### src/rtl/direct_cache_ctrl_if.sv
// direct_cache_ctrl bus bundle: CPU port, memory port, flush and statistics.
// master = CPU/memory side driver, slave = cache controller.
interface direct_cache_ctrl_if #(
  parameter int DataWidth = 8,
  parameter int AddrWidth = 16
);
  logic                 cpu_req;
  logic                 cpu_we;
  logic [AddrWidth-1:0] cpu_addr;
  logic [DataWidth-1:0] cpu_wdata;
  logic                 cpu_ready;
  logic                 cpu_ack;
  logic [DataWidth-1:0] cpu_rdata;
  logic                 mem_req;
  logic                 mem_we;
  logic [AddrWidth-1:0] mem_addr;
  logic [DataWidth-1:0] mem_wdata;
  logic [DataWidth-1:0] mem_rdata;
  logic                 mem_ack;
  logic                 flush;
  logic                 flushing;
  logic [15:0]          hit_count;
  logic [15:0]          miss_count;

  modport master (
    output cpu_req, cpu_we, cpu_addr, cpu_wdata,
    output mem_rdata, mem_ack, flush,
    input  cpu_ready, cpu_ack, cpu_rdata,
    input  mem_req, mem_we, mem_addr, mem_wdata,
    input  flushing, hit_count, miss_count
  );

  modport slave (
    input  cpu_req, cpu_we, cpu_addr, cpu_wdata,
    input  mem_rdata, mem_ack, flush,
    output cpu_ready, cpu_ack, cpu_rdata,
    output mem_req, mem_we, mem_addr, mem_wdata,
    output flushing, hit_count, miss_count
  );
endinterface

### src/rtl/direct_cache_ctrl.sv
// Direct-mapped, write-through, no-write-allocate cache controller
// with sequenced flush and saturating hit/miss statistics.
module direct_cache_ctrl #(
  parameter int DataWidth = 8,
  parameter int AddrWidth = 16,
  parameter int IndexBits = 4
) (
  input  logic               clk,
  input  logic               rst,
  direct_cache_ctrl_if.slave bus
);
  localparam int Lines   = 1 << IndexBits;
  localparam int TagBits = AddrWidth - IndexBits;

  typedef enum logic [2:0] {
    S_IDLE, S_LOOKUP, S_FILL, S_WRITE, S_RESP, S_FLUSH
  } state_t;

  state_t state_q, state_d;

  logic                 we_q;
  logic [AddrWidth-1:0] addr_q;
  logic [DataWidth-1:0] wdata_q;
  logic [DataWidth-1:0] rdata_q;
  logic [15:0]          hcnt_q;
  logic [15:0]          mcnt_q;
  logic [Lines-1:0]     valid_q;
  logic [IndexBits-1:0] fcnt_q;

  logic [TagBits-1:0]   tag_mem  [Lines];
  logic [DataWidth-1:0] data_mem [Lines];

  logic [IndexBits-1:0] idx;
  logic [TagBits-1:0]   tag;
  logic                 hit;
  logic                 accept;
  logic                 fill_done;
  logic                 write_done;

  assign idx = addr_q[IndexBits-1:0];
  assign tag = addr_q[AddrWidth-1:IndexBits];
  assign hit = valid_q[idx] && (tag_mem[idx] == tag);

  assign accept     = (state_q == S_IDLE) && !bus.flush && bus.cpu_req;
  assign fill_done  = (state_q == S_FILL) && bus.mem_ack;
  assign write_done = (state_q == S_WRITE) && bus.mem_ack;

  assign bus.cpu_ready  = (state_q == S_IDLE) && !bus.flush;
  assign bus.cpu_ack    = (state_q == S_RESP);
  assign bus.cpu_rdata  = rdata_q;
  assign bus.mem_req    = (state_q == S_FILL) || (state_q == S_WRITE);
  assign bus.mem_we     = (state_q == S_WRITE);
  assign bus.mem_addr   = addr_q;
  assign bus.mem_wdata  = wdata_q;
  assign bus.flushing   = (state_q == S_FLUSH);
  assign bus.hit_count  = hcnt_q;
  assign bus.miss_count = mcnt_q;

  // Next-state logic; flush wins over a simultaneous request in IDLE.
  always_comb begin
    state_d = state_q;
    unique case (state_q)
      S_IDLE: begin
        if (bus.flush)        state_d = S_FLUSH;
        else if (bus.cpu_req) state_d = S_LOOKUP;
      end
      S_LOOKUP: begin
        if (we_q)     state_d = S_WRITE;
        else if (hit) state_d = S_RESP;
        else          state_d = S_FILL;
      end
      S_FILL:  if (bus.mem_ack) state_d = S_RESP;
      S_WRITE: if (bus.mem_ack) state_d = S_RESP;
      S_RESP:  state_d = S_IDLE;
      S_FLUSH: if (&fcnt_q) state_d = S_IDLE;
      default: state_d = S_IDLE;
    endcase
  end

  // State register.
  always_ff @(posedge clk or posedge rst) begin
    if (rst) state_q <= S_IDLE;
    else     state_q <= state_d;
  end

  // Request register, loaded on acceptance.
  always_ff @(posedge clk or posedge rst) begin
    if (rst) begin
      we_q    <= 1'b0;
      addr_q  <= '0;
      wdata_q <= '0;
    end else if (accept) begin
      we_q    <= bus.cpu_we;
      addr_q  <= bus.cpu_addr;
      wdata_q <= bus.cpu_wdata;
    end
  end

  // Read data returned to the CPU, held until the next read completes.
  always_ff @(posedge clk or posedge rst) begin
    if (rst) begin
      rdata_q <= '0;
    end else if (state_q == S_LOOKUP && !we_q && hit) begin
      rdata_q <= data_mem[idx];
    end else if (fill_done) begin
      rdata_q <= bus.mem_rdata;
    end
  end

  // Saturating statistics, one bump per lookup.
  always_ff @(posedge clk or posedge rst) begin
    if (rst) begin
      hcnt_q <= '0;
      mcnt_q <= '0;
    end else if (state_q == S_LOOKUP) begin
      if (hit) begin
        if (hcnt_q != 16'hFFFF) hcnt_q <= hcnt_q + 16'd1;
      end else begin
        if (mcnt_q != 16'hFFFF) mcnt_q <= mcnt_q + 16'd1;
      end
    end
  end

  // Valid bits: set by fills, cleared line-by-line by the flush walk.
  always_ff @(posedge clk or posedge rst) begin
    if (rst) begin
      valid_q <= '0;
      fcnt_q  <= '0;
    end else begin
      if (state_q == S_IDLE && bus.flush) fcnt_q <= '0;
      if (state_q == S_FLUSH) begin
        valid_q[fcnt_q] <= 1'b0;
        fcnt_q          <= fcnt_q + IndexBits'(1);
      end
      if (fill_done) valid_q[idx] <= 1'b1;
    end
  end

  // Tag/data arrays; contents are qualified by valid, so no reset.
  always_ff @(posedge clk) begin
    if (fill_done) begin
      data_mem[idx] <= bus.mem_rdata;
      tag_mem[idx]  <= tag;
    end else if (write_done && hit) begin
      data_mem[idx] <= wdata_q;
    end
  end
endmodule
### src/flat_wrapper.sv
// flat-port wrapper written by rule: the top's interface ports become plain ports
module direct_cache_ctrl_flat 
#(
  parameter int DataWidth = 8,
  parameter int AddrWidth = 16,
  parameter int IndexBits = 4
)
  (clk, rst, bus_cpu_req, bus_cpu_we, bus_cpu_addr, bus_cpu_wdata, bus_mem_rdata, bus_mem_ack, bus_flush, bus_cpu_ready, bus_cpu_ack, bus_cpu_rdata, bus_mem_req, bus_mem_we, bus_mem_addr, bus_mem_wdata, bus_flushing, bus_hit_count, bus_miss_count);
  direct_cache_ctrl_if #(.DataWidth(DataWidth), .AddrWidth(AddrWidth)) bus_i ();
  input  logic clk;
  input  logic rst;
  input wire logic [$bits(bus_i.cpu_req)-1:0] bus_cpu_req;
  input wire logic [$bits(bus_i.cpu_we)-1:0] bus_cpu_we;
  input wire logic [$bits(bus_i.cpu_addr)-1:0] bus_cpu_addr;
  input wire logic [$bits(bus_i.cpu_wdata)-1:0] bus_cpu_wdata;
  input wire logic [$bits(bus_i.mem_rdata)-1:0] bus_mem_rdata;
  input wire logic [$bits(bus_i.mem_ack)-1:0] bus_mem_ack;
  input wire logic [$bits(bus_i.flush)-1:0] bus_flush;
  output wire logic [$bits(bus_i.cpu_ready)-1:0] bus_cpu_ready;
  output wire logic [$bits(bus_i.cpu_ack)-1:0] bus_cpu_ack;
  output wire logic [$bits(bus_i.cpu_rdata)-1:0] bus_cpu_rdata;
  output wire logic [$bits(bus_i.mem_req)-1:0] bus_mem_req;
  output wire logic [$bits(bus_i.mem_we)-1:0] bus_mem_we;
  output wire logic [$bits(bus_i.mem_addr)-1:0] bus_mem_addr;
  output wire logic [$bits(bus_i.mem_wdata)-1:0] bus_mem_wdata;
  output wire logic [$bits(bus_i.flushing)-1:0] bus_flushing;
  output wire logic [$bits(bus_i.hit_count)-1:0] bus_hit_count;
  output wire logic [$bits(bus_i.miss_count)-1:0] bus_miss_count;
  assign bus_i.cpu_req = bus_cpu_req;
  assign bus_i.cpu_we = bus_cpu_we;
  assign bus_i.cpu_addr = bus_cpu_addr;
  assign bus_i.cpu_wdata = bus_cpu_wdata;
  assign bus_i.mem_rdata = bus_mem_rdata;
  assign bus_i.mem_ack = bus_mem_ack;
  assign bus_i.flush = bus_flush;
  assign bus_cpu_ready = bus_i.cpu_ready;
  assign bus_cpu_ack = bus_i.cpu_ack;
  assign bus_cpu_rdata = bus_i.cpu_rdata;
  assign bus_mem_req = bus_i.mem_req;
  assign bus_mem_we = bus_i.mem_we;
  assign bus_mem_addr = bus_i.mem_addr;
  assign bus_mem_wdata = bus_i.mem_wdata;
  assign bus_flushing = bus_i.flushing;
  assign bus_hit_count = bus_i.hit_count;
  assign bus_miss_count = bus_i.miss_count;
  direct_cache_ctrl #(.DataWidth(DataWidth), .AddrWidth(AddrWidth), .IndexBits(IndexBits)) u_core (.clk(clk), .rst(rst), .bus(bus_i));
endmodule
### config.mk
export PLATFORM = sky130hd
export DESIGN_NAME = direct_cache_ctrl_flat
export DESIGN_NICKNAME = d
export VERILOG_FILES = /design/src/rtl/direct_cache_ctrl_if.sv /design/src/rtl/direct_cache_ctrl.sv /design/src/flat_wrapper.sv
export SDC_FILE = /design/constraint.sdc
export NUM_CORES = 1
export LEC_CHECK = 0
export ABC_CLOCK_PERIOD_IN_PS = 10000
export CAP_MARGIN = 20
export CORE_UTILIZATION = 35
export DETAILED_ROUTE_END_ITERATION = 7
export GPL_ROUTABILITY_DRIVEN = 0
export GPL_TIMING_DRIVEN = 0
export SLEW_MARGIN = 0
export SYNTH_ARGS = -nofsm -noshare
export SYNTH_HDL_FRONTEND = slang
export SYNTH_SLANG_ARGS = --single-unit
### constraint.sdc
create_clock -name clk -period 10 [get_ports clk]
set_clock_uncertainty 0.15 [all_clocks]
set_input_delay 2 -clock clk [delete_from_list [all_inputs] [get_ports clk]]
set_output_delay 2 -clock clk [all_outputs]
set_load 0.01 [all_outputs]
==> impl_results.md, run 1 <==
- Max frequency: 0.178 GHz
- Row Count: 81
- Worst path cell trace: clkdlybuf4s50_1, nor4_1, clkdlybuf4s50_1
- CP max FO: 3
- Pwr dens: 278 nW/µm²
- Critical Path AT: 3.46 ns
- Clock Tree Root: clkbuf_16
- DR iter-0 viols: 816
- Via-to-Cell Ratio: 5.38
- Die ar.: 50300 µm²
- Dominant cell type by area after synthesis: edfxtp_1
- Clk_lat worst skew: 0.58 ns
- First-pass DRT Iterations: 5
- Largest net degree at the start of global routing: 51
- Final hold vios: 0
- I/O Buffers: 106
- Power Internal: 3.83 mW
- Most frequent cells in the layout: 320 x edfxtp_1, 106 x clkdlybuf4s50_1, 88 x dfrtp_1, 74 x mux4_2, 56 x nand2_1
- Num CTS Buffers: 44
- Shortest period the worst path allows: 5.61 ns
- Final #Nets: 1258
- IO Pins: 107
- Post-route ant nets: 0
- Count of state elements after synthesis: 408
- Wire length of the first global-routing pass: 68.5 mm
- Commonest non-fill, non-tap cell in the layout: edfxtp_1
- Flop pwr share: 40.2%
- Clk network pwr share: 27.4%
- Htree depth: 2
- Max cap viols: 0
- Grt total ovfl: 0
- Final Setup Violations: 0
- Syn avg cell area: 16.6 µm²
- Setup TNS: 0 ns
- Most frequent CP cell: clkdlybuf4s50_1
- Status: completed
- Post-synthesis cell count: 1040
- Final Cycle Share: 56.1%
- Worst VDD drop: 0.141 mV
- Lkg Pwr: 7.16 nW
- Post-synth top area share: 55.6%
- Area Growth Syn to Fin: 20.7%
- Area of the multi-input gates: 5170 µm²
- Power Total: 5.79 mW
- Vias in the first global route: 10500
- Asr flop ratio synth: 21.6%
- # fillers: 4393
- Gate power share: 32.4%
- RSZ-0062 raised after global routing: no
- Worst EP required: 7.85 ns
- Synth warn: 0
- Routed length per instance: 23.8 µm
- CTS tree: built
- Share of cells above drive strength 1: 21.2%
- Relative slew slack: 32.0%
- HPWL after DPL: 31.4 mm
- Hold Path Class: reg -> reg
- Clock sinks: 408
- Commonest register cell after synthesis: edfxtp_1
- CP peak stage delay: 0.65 ns
- Initial antenna violation count: 0
- Max-slew violations: 0
- Critical path class: in -> out
- FF+latch area: 11800 µm²
- EDFF count, synth: 320
- Sw Share: 33.9%
- Unique masters post-synth: 68
- Post-CTS Setup Inserts: 0
- Routed WL: 45.5 mm
- Clk slew on worst S/H paths: 0.05 ns
- Via count: 10300
- Die width: 224 µm
- CTS resizes: 0
- Remaining DRCs: 0
- Initial Util: 35.4%
- Post-synthesis cell area: 17300 µm²
- Synth top area cells: edfxtp_1 56%, dfrtp_1 13%, mux4_2 9.6%, mux2_2 3.1%, mux2i_1 2.1%
- Critical path's slowest cell: clkdlybuf4s50_1
- Tightest Pin Transition: 1.02 ns
- Seq/Total Area, Yosys: 68.3%
- Clock Path Buffers: 3
- Startpoint types: input port
- Die Ht: 224 µm
- Hold_buf cts: 0
- Synth Net Count: 1084
- Sw Pwr: 1.96 mW
- Core area: 48800 µm²
- Gr usage total: 18.5%
- Diodes inserted: 0
- Crit path capture type: output port
[power by group through the flow]
| stage | Sequential (mW) | Combinational [mW] | Clock, mW |
|---|---|---|---|
| 6_report | 2.33 | 1.88 | 1.59 |
| 5_1_grt | 2.36 | 2.00 | 1.68 |
| 4_1_cts | 2.33 | 1.89 | 1.61 |
| 3_5_place_dp | 2.37 | 1.88 | 0 |
| 3_3_place_gp | 2.36 | 1.85 | 0 |
| 2_1_floorplan | 2.28 | 1.18 | 0 |
[synthesized netlist by cell type (5+ instances only)]
cell	count
xnor2_1	17
nand2_1	56
a21oi_1	19
mux2i_1	37
nor2b_1	5
ha_1	6
o211ai_1	9
clkbuf_1	23
mux4_2	74
dfrtp_1	88
o31ai_1	9
and3_1	17
and4_1	5
buf_4	6
buf_2	16
xor2_1	18
nand2b_1	7
nand3_1	23
a22oi_1	10
a31oi_1	6
inv_1	14
buf_6	6
nand3b_1	6
edfxtp_1	320
mux2_2	47
and2_1	5
nor3_1	18
nand4_1	12
nor2_1	29
a211oi_1	17
o21ai_0	37
nor4_1	9
o22ai_1	8
buf_1	8
[stage by stage]
stage | util, % | setup slack (ns) | std cells | instance area [µm²] | hold WS [ns]
floorplan | - | 5.36 | 1040 | 17300 | 0.314
global placement | 39.3 | 3.69 | 1810 | 19200 | 0.324
detailed placement | 39.9 | 4.39 | 1832 | 19500 | 0.333
CTS | 42.7 | 4.38 | 1912 | 20900 | 0.341
global route | 42.7 | 4.19 | 1912 | 20900 | 0.381
finish | 42.7 | 4.39 | 1912 | 20900 | 0.342
[sequential cells by signal, summed over array words and instances (netlist names), 4 cells and up]
name and flops:
u_core.bus.mem_wdata 8, u_core.bus.hit_count 16, u_core.data_mem 128, u_core.bus.mem_addr 16, u_core.fcnt_q 4, u_core.valid_q 16
u_core.bus.cpu_rdata 8, u_core.tag_mem 192, u_core.bus.miss_count 16
[critical path: cells and delay by family]
kind | cells | cell delay (ns)
buf+inv | 2 | 1.10
simple gates | 1 | 0.35
[path summary, 6_finish.rpt]
check	cells after the start	startpoint	slack [ns]	to
setup / recovery	3	bus_flush	4.39	bus_cpu_ready
hold / removal	1	u_core.bus.hit_count[6]	0.34	u_core.bus.hit_count[6]
setup reg to reg	14	u_core.bus.mem_addr[1]	4.49	u_core.data_mem[15][1]
min in group asynchronous	2	rst	1.70	u_core.bus.miss_count[8]
hold reg to reg	1	u_core.bus.hit_count[6]	0.34	u_core.bus.hit_count[6]
max in group asynchronous	3	rst	7.33	u_core.bus.mem_addr[8]
[logic make-up (layout without fill, tap and decap cells)]
kind of cell	after synthesis	after routing	share of synthesized area, %
muxes	162	162	15.2
AOI/OAI and AO/OA	146	146	5.82
buffers and inverters	74	282	2.18
DFF	408	408	68.3
adders and majority gates	6	6	0.434
and+or+nand+nor	209	209	6.30
xor gates and xnor gates	35	35	1.77
[routing by layer]
layer | share of wire, % | vias up | GRT usage [%]
li1 | - | 4504 | -
met1 | 42 | 5388 | 24.4
met2 | 50 | 311 | 30.7
met3 | 6.3 | 86 | 3.74
met4 | 2.5 | 0 | 5.73
met5 | 0 | - | 0
[layout make-up]
class / instances / area share [%]
flip-flops and latches: 408 / 56.6
plain buffers: 60 / 1.55
clock buffers: 67 / 6.04
clock inverters: 13 / 0.623
inverters: 14 / 0.264
repair buffers: 128 / 6.20
multi-input cells: 558 / 24.8
well taps: 664 / 3.98
No activity file was read; power rests on OpenSTA's default activity.
==> inputs of run 2 (changes only) <==
--- a/config.mk
+++ b/config.mk
@@ -5,7 +5,7 @@
 export SDC_FILE = /design/constraint.sdc
 export NUM_CORES = 1
 export LEC_CHECK = 0
-export ABC_CLOCK_PERIOD_IN_PS = 10000
+export ABC_CLOCK_PERIOD_IN_PS = 5400
 export CAP_MARGIN = 20
 export CORE_UTILIZATION = 35
 export DETAILED_ROUTE_END_ITERATION = 7
==> constraint.sdc (replaced) <==
create_clock -name clk -period 5.4 [get_ports clk]
set_clock_uncertainty 0.15 [all_clocks]
set_input_delay 1.08 -clock clk [delete_from_list [all_inputs] [get_ports clk]]
set_output_delay 1.08 -clock clk [all_outputs]
set_load 0.01 [all_outputs]
==> run 2 against run 1 <==
  * Total power up 86%
  * Setup slack worse by 4.3 ns
  * Combinational power is 87% higher
  * Largest cell class unchanged
  * Global-route usage hardly changed
  * Sequential cell count stayed put
  * Non-clock buffer count did not move
  * Sequential share of layout area is 0.20 points lower
  * Hold slack is essentially flat
  * Via count is 0.36% higher
  * Critical path depth is 9 higher
  * Register-to-register slack lost 4.4 ns
  * Count of clock-buffer cells in the layout did not move
==> impl_results.md, run 2 (same netlist as run 1, synthesis figures left out) <==
- Max frequency: 0.189 GHz
- Area Growth Syn to Fin: 21.1%
- IO Pins: 107 (unchanged)
- Worst VDD drop: 0.262 mV (+85%)
- Die width: 224 µm (unchanged)
- Diodes inserted: 0 (unchanged)
- Shortest period the worst path allows: 5.29 ns
- Status: completed
- Initial Util: 35.4% (unchanged)
- Final Cycle Share: 98.0%
- Initial antenna violation count: 0 (unchanged)
- Largest register FFs: 192 (unchanged)
- Commonest non-fill, non-tap cell in the layout: edfxtp_1
- Worst reg2reg path depth: 12 (-2)
- Regs by FF count: u_core.tag_mem (192), u_core.data_mem (128)
- Clock Tree Root: clkbuf_16
- Row Count: 81 (unchanged)
- Grt total ovfl: 0 (unchanged)
- Vias in the first global route: 10500 (unchanged)
- Worst Hold Slack: 0.342 ns (-0.0000470 ns)
- Startpoint types: flip-flop
- CP max FO: 10 (+7)
- Crit path capture type: flip-flop
- Lkg Pwr: 7.17 nW (about the same)
- Tightest Pin Transition: 1.01 ns (-0.00932 ns)
- Hold Startpoint: u_core.bus.hit_count[6]
- Worst EP required: 5.44 ns (-2.41 ns)
- Post-route ant nets: 0 (unchanged)
- Relative slew slack: 32.5% (+0.55 points)
- Cells on Worst Hold Path: 1 (unchanged)
- I/O Buffers: 106 (unchanged)
- Most frequent CP cell: buf_6
- Pwr dens: 514 nW/µm² (+85%)
- Setup TNS: 0 ns (unchanged)
- Die ar.: 50300 µm² (unchanged)
- Die Ht: 224 µm (unchanged)
- Critical path's slowest cell: a211oi_2
- Largest Register: u_core.tag_mem
- Gr usage total: 18.5% (about the same)
- Via-to-Cell Ratio: 5.40 (+0.36%)
- Clock sinks: 408 (unchanged)
- Wire length of the first global-routing pass: 68.4 mm (-0.12%)
- Most frequent cells in the layout: 320 x edfxtp_1, 106 x clkdlybuf4s50_1, 88 x dfrtp_1, 74 x mux4_2, 56 x nand2_1
- Pre-CTS setup slack: -0.0602 ns (-4.45 ns)
- Htree depth: 2 (unchanged)
- Num CTS Buffers: 44 (unchanged)
- Max layer used: met4
- R2R Setup Slk: 0.11 ns (-4.38 ns)
- Routed WL: 45.7 mm (+0.44%)
- Clk slew on worst S/H paths: 0.06 ns (about the same)
- Final hold vios: 0 (unchanged)
- Hold Path Class: reg -> reg
- DR iter-0 viols: 890 (+9.1%)
- Core area: 48800 µm² (unchanged)
- Routed wire length on met3: 2.74 mm (-4.5%)
- R2r startpoint: u_core.bus.mem_addr[1]
- Clock Path Buffers: 3 (unchanged)
- HPWL after DPL: 31.4 mm (unchanged)
- First-pass DRT Iterations: 6 (+1)
- Critical path class: reg -> reg
- Endpoint, Worst Hold: u_core.bus.hit_count[6]
- Max-slew violations: 0 (unchanged)
- Final Setup Violations: 0 (unchanged)
- Reg-to-Reg End: u_core.data_mem[3][1]
- CTS tree: built
- Final Worst Setup Slack: 0.106 ns (-4.28 ns)
- Routed length per instance: 23.9 µm (+0.44%)
- Critical Path AT: 5.34 ns (+1.88 ns)
- Max cap viols: 0 (unchanged)
- Met1 Wirelength: 19.2 mm (+1.5%)
- WL met2: 22.6 mm (+0.20%)
- CP peak stage delay: 0.77 ns (+0.12 ns)
- Worst path cell trace: buf_6, buf_8, buf_6, nor2_1, a22oi_1, a211o_1, a31oi_1, nand3_1, or3_1, buf_6, buf_6, a211oi_2
- Post-layout util: 42.9% (+0.15 points)
- Clk_lat worst skew: 0.58 ns (about the same)
- Largest net degree at the start of global routing: 51 (unchanged)
- Remaining DRCs: 0 (unchanged)
- Cells after DPL: 1832 (unchanged)
- Share of cells above drive strength 1: 22.0% (+0.80 points)
- Fin cells: 1912 (unchanged)
- Via count: 10300 (+0.36%)
- Final #Nets: 1258 (unchanged)
[run 2: cell type report]
cell class / instances / area, µm²
inverters: 14 / 55.1
multi-input cells: 558 / 5240
clock buffers: 67 / 1260
clock inverters: 13 / 130
plain buffers: 60 / 327
fillers: 4391 / 27900
repair buffers: 128 / 1290
well taps: 664 / 831
flip-flops and latches: 408 / 11800
[run 2: power by group]
part | switching (mW) | internal (mW) | leakage [nW]
clock | 1.23 | 1.71 | 0.675
combinational | 1.95 | 1.57 | 2.53
sequential | 0.487 | 3.83 | 3.96
total | 3.67 | 7.10 | 7.17
[run 2: worst max-delay path: cells and delay by family, from the launching register on]
kind | cells | cell delay, ns
buffers and inverters | 5 | 0.86
AND/OR/NAND/NOR | 3 | 1.75
AO/OA/AOI/OAI | 4 | 1.66
flip-flops | 1 | 0.47
[run 2: how the worst max path moves through the flow]
stage | end | slack [ns] | start
global route | u_core.data_mem[0][6] | -0.001 | u_core.bus.mem_addr[1]
floorplan | u_core.data_mem[10][0] | 1.32 | u_core.bus.mem_addr[1]
finish | u_core.data_mem[3][1] | 0.11 | u_core.bus.mem_addr[1]
global placement | u_core.data_mem[1][1] | -0.43 | u_core.bus.mem_addr[1]
detailed placement | u_core.data_mem[15][6] | -0.06 | u_core.bus.mem_addr[1]
CTS | u_core.data_mem[13][0] | -0.07 | u_core.bus.mem_addr[1]
[run 2: what timing repair did]
item                       4_1_cts  5_1_grt
setup endpoints to repair       30      119
hold buffers                     0        0
buffers inserted                 0        0
gates resized for setup          2       12
[run 2: metrics by stage]
| step | power [mW] | cell area [µm²] |
|---|---|---|
| floorplan | 6.40 | 17300 |
| global placement | 7.80 | 19200 |
| detailed placement | 7.87 | 19500 |
| CTS | 10.8 | 20900 |
| global route | 11.2 | 20900 |
| finish | 10.8 | 20900 |
[run 2: layer usage]
layer | global-route usage [%] | vias up
met5 | 0 | -
met4 | 5.86 | 0
met3 | 3.55 | 91
met2 | 30.7 | 364
met1 | 24.5 | 5374
li1 | - | 4497
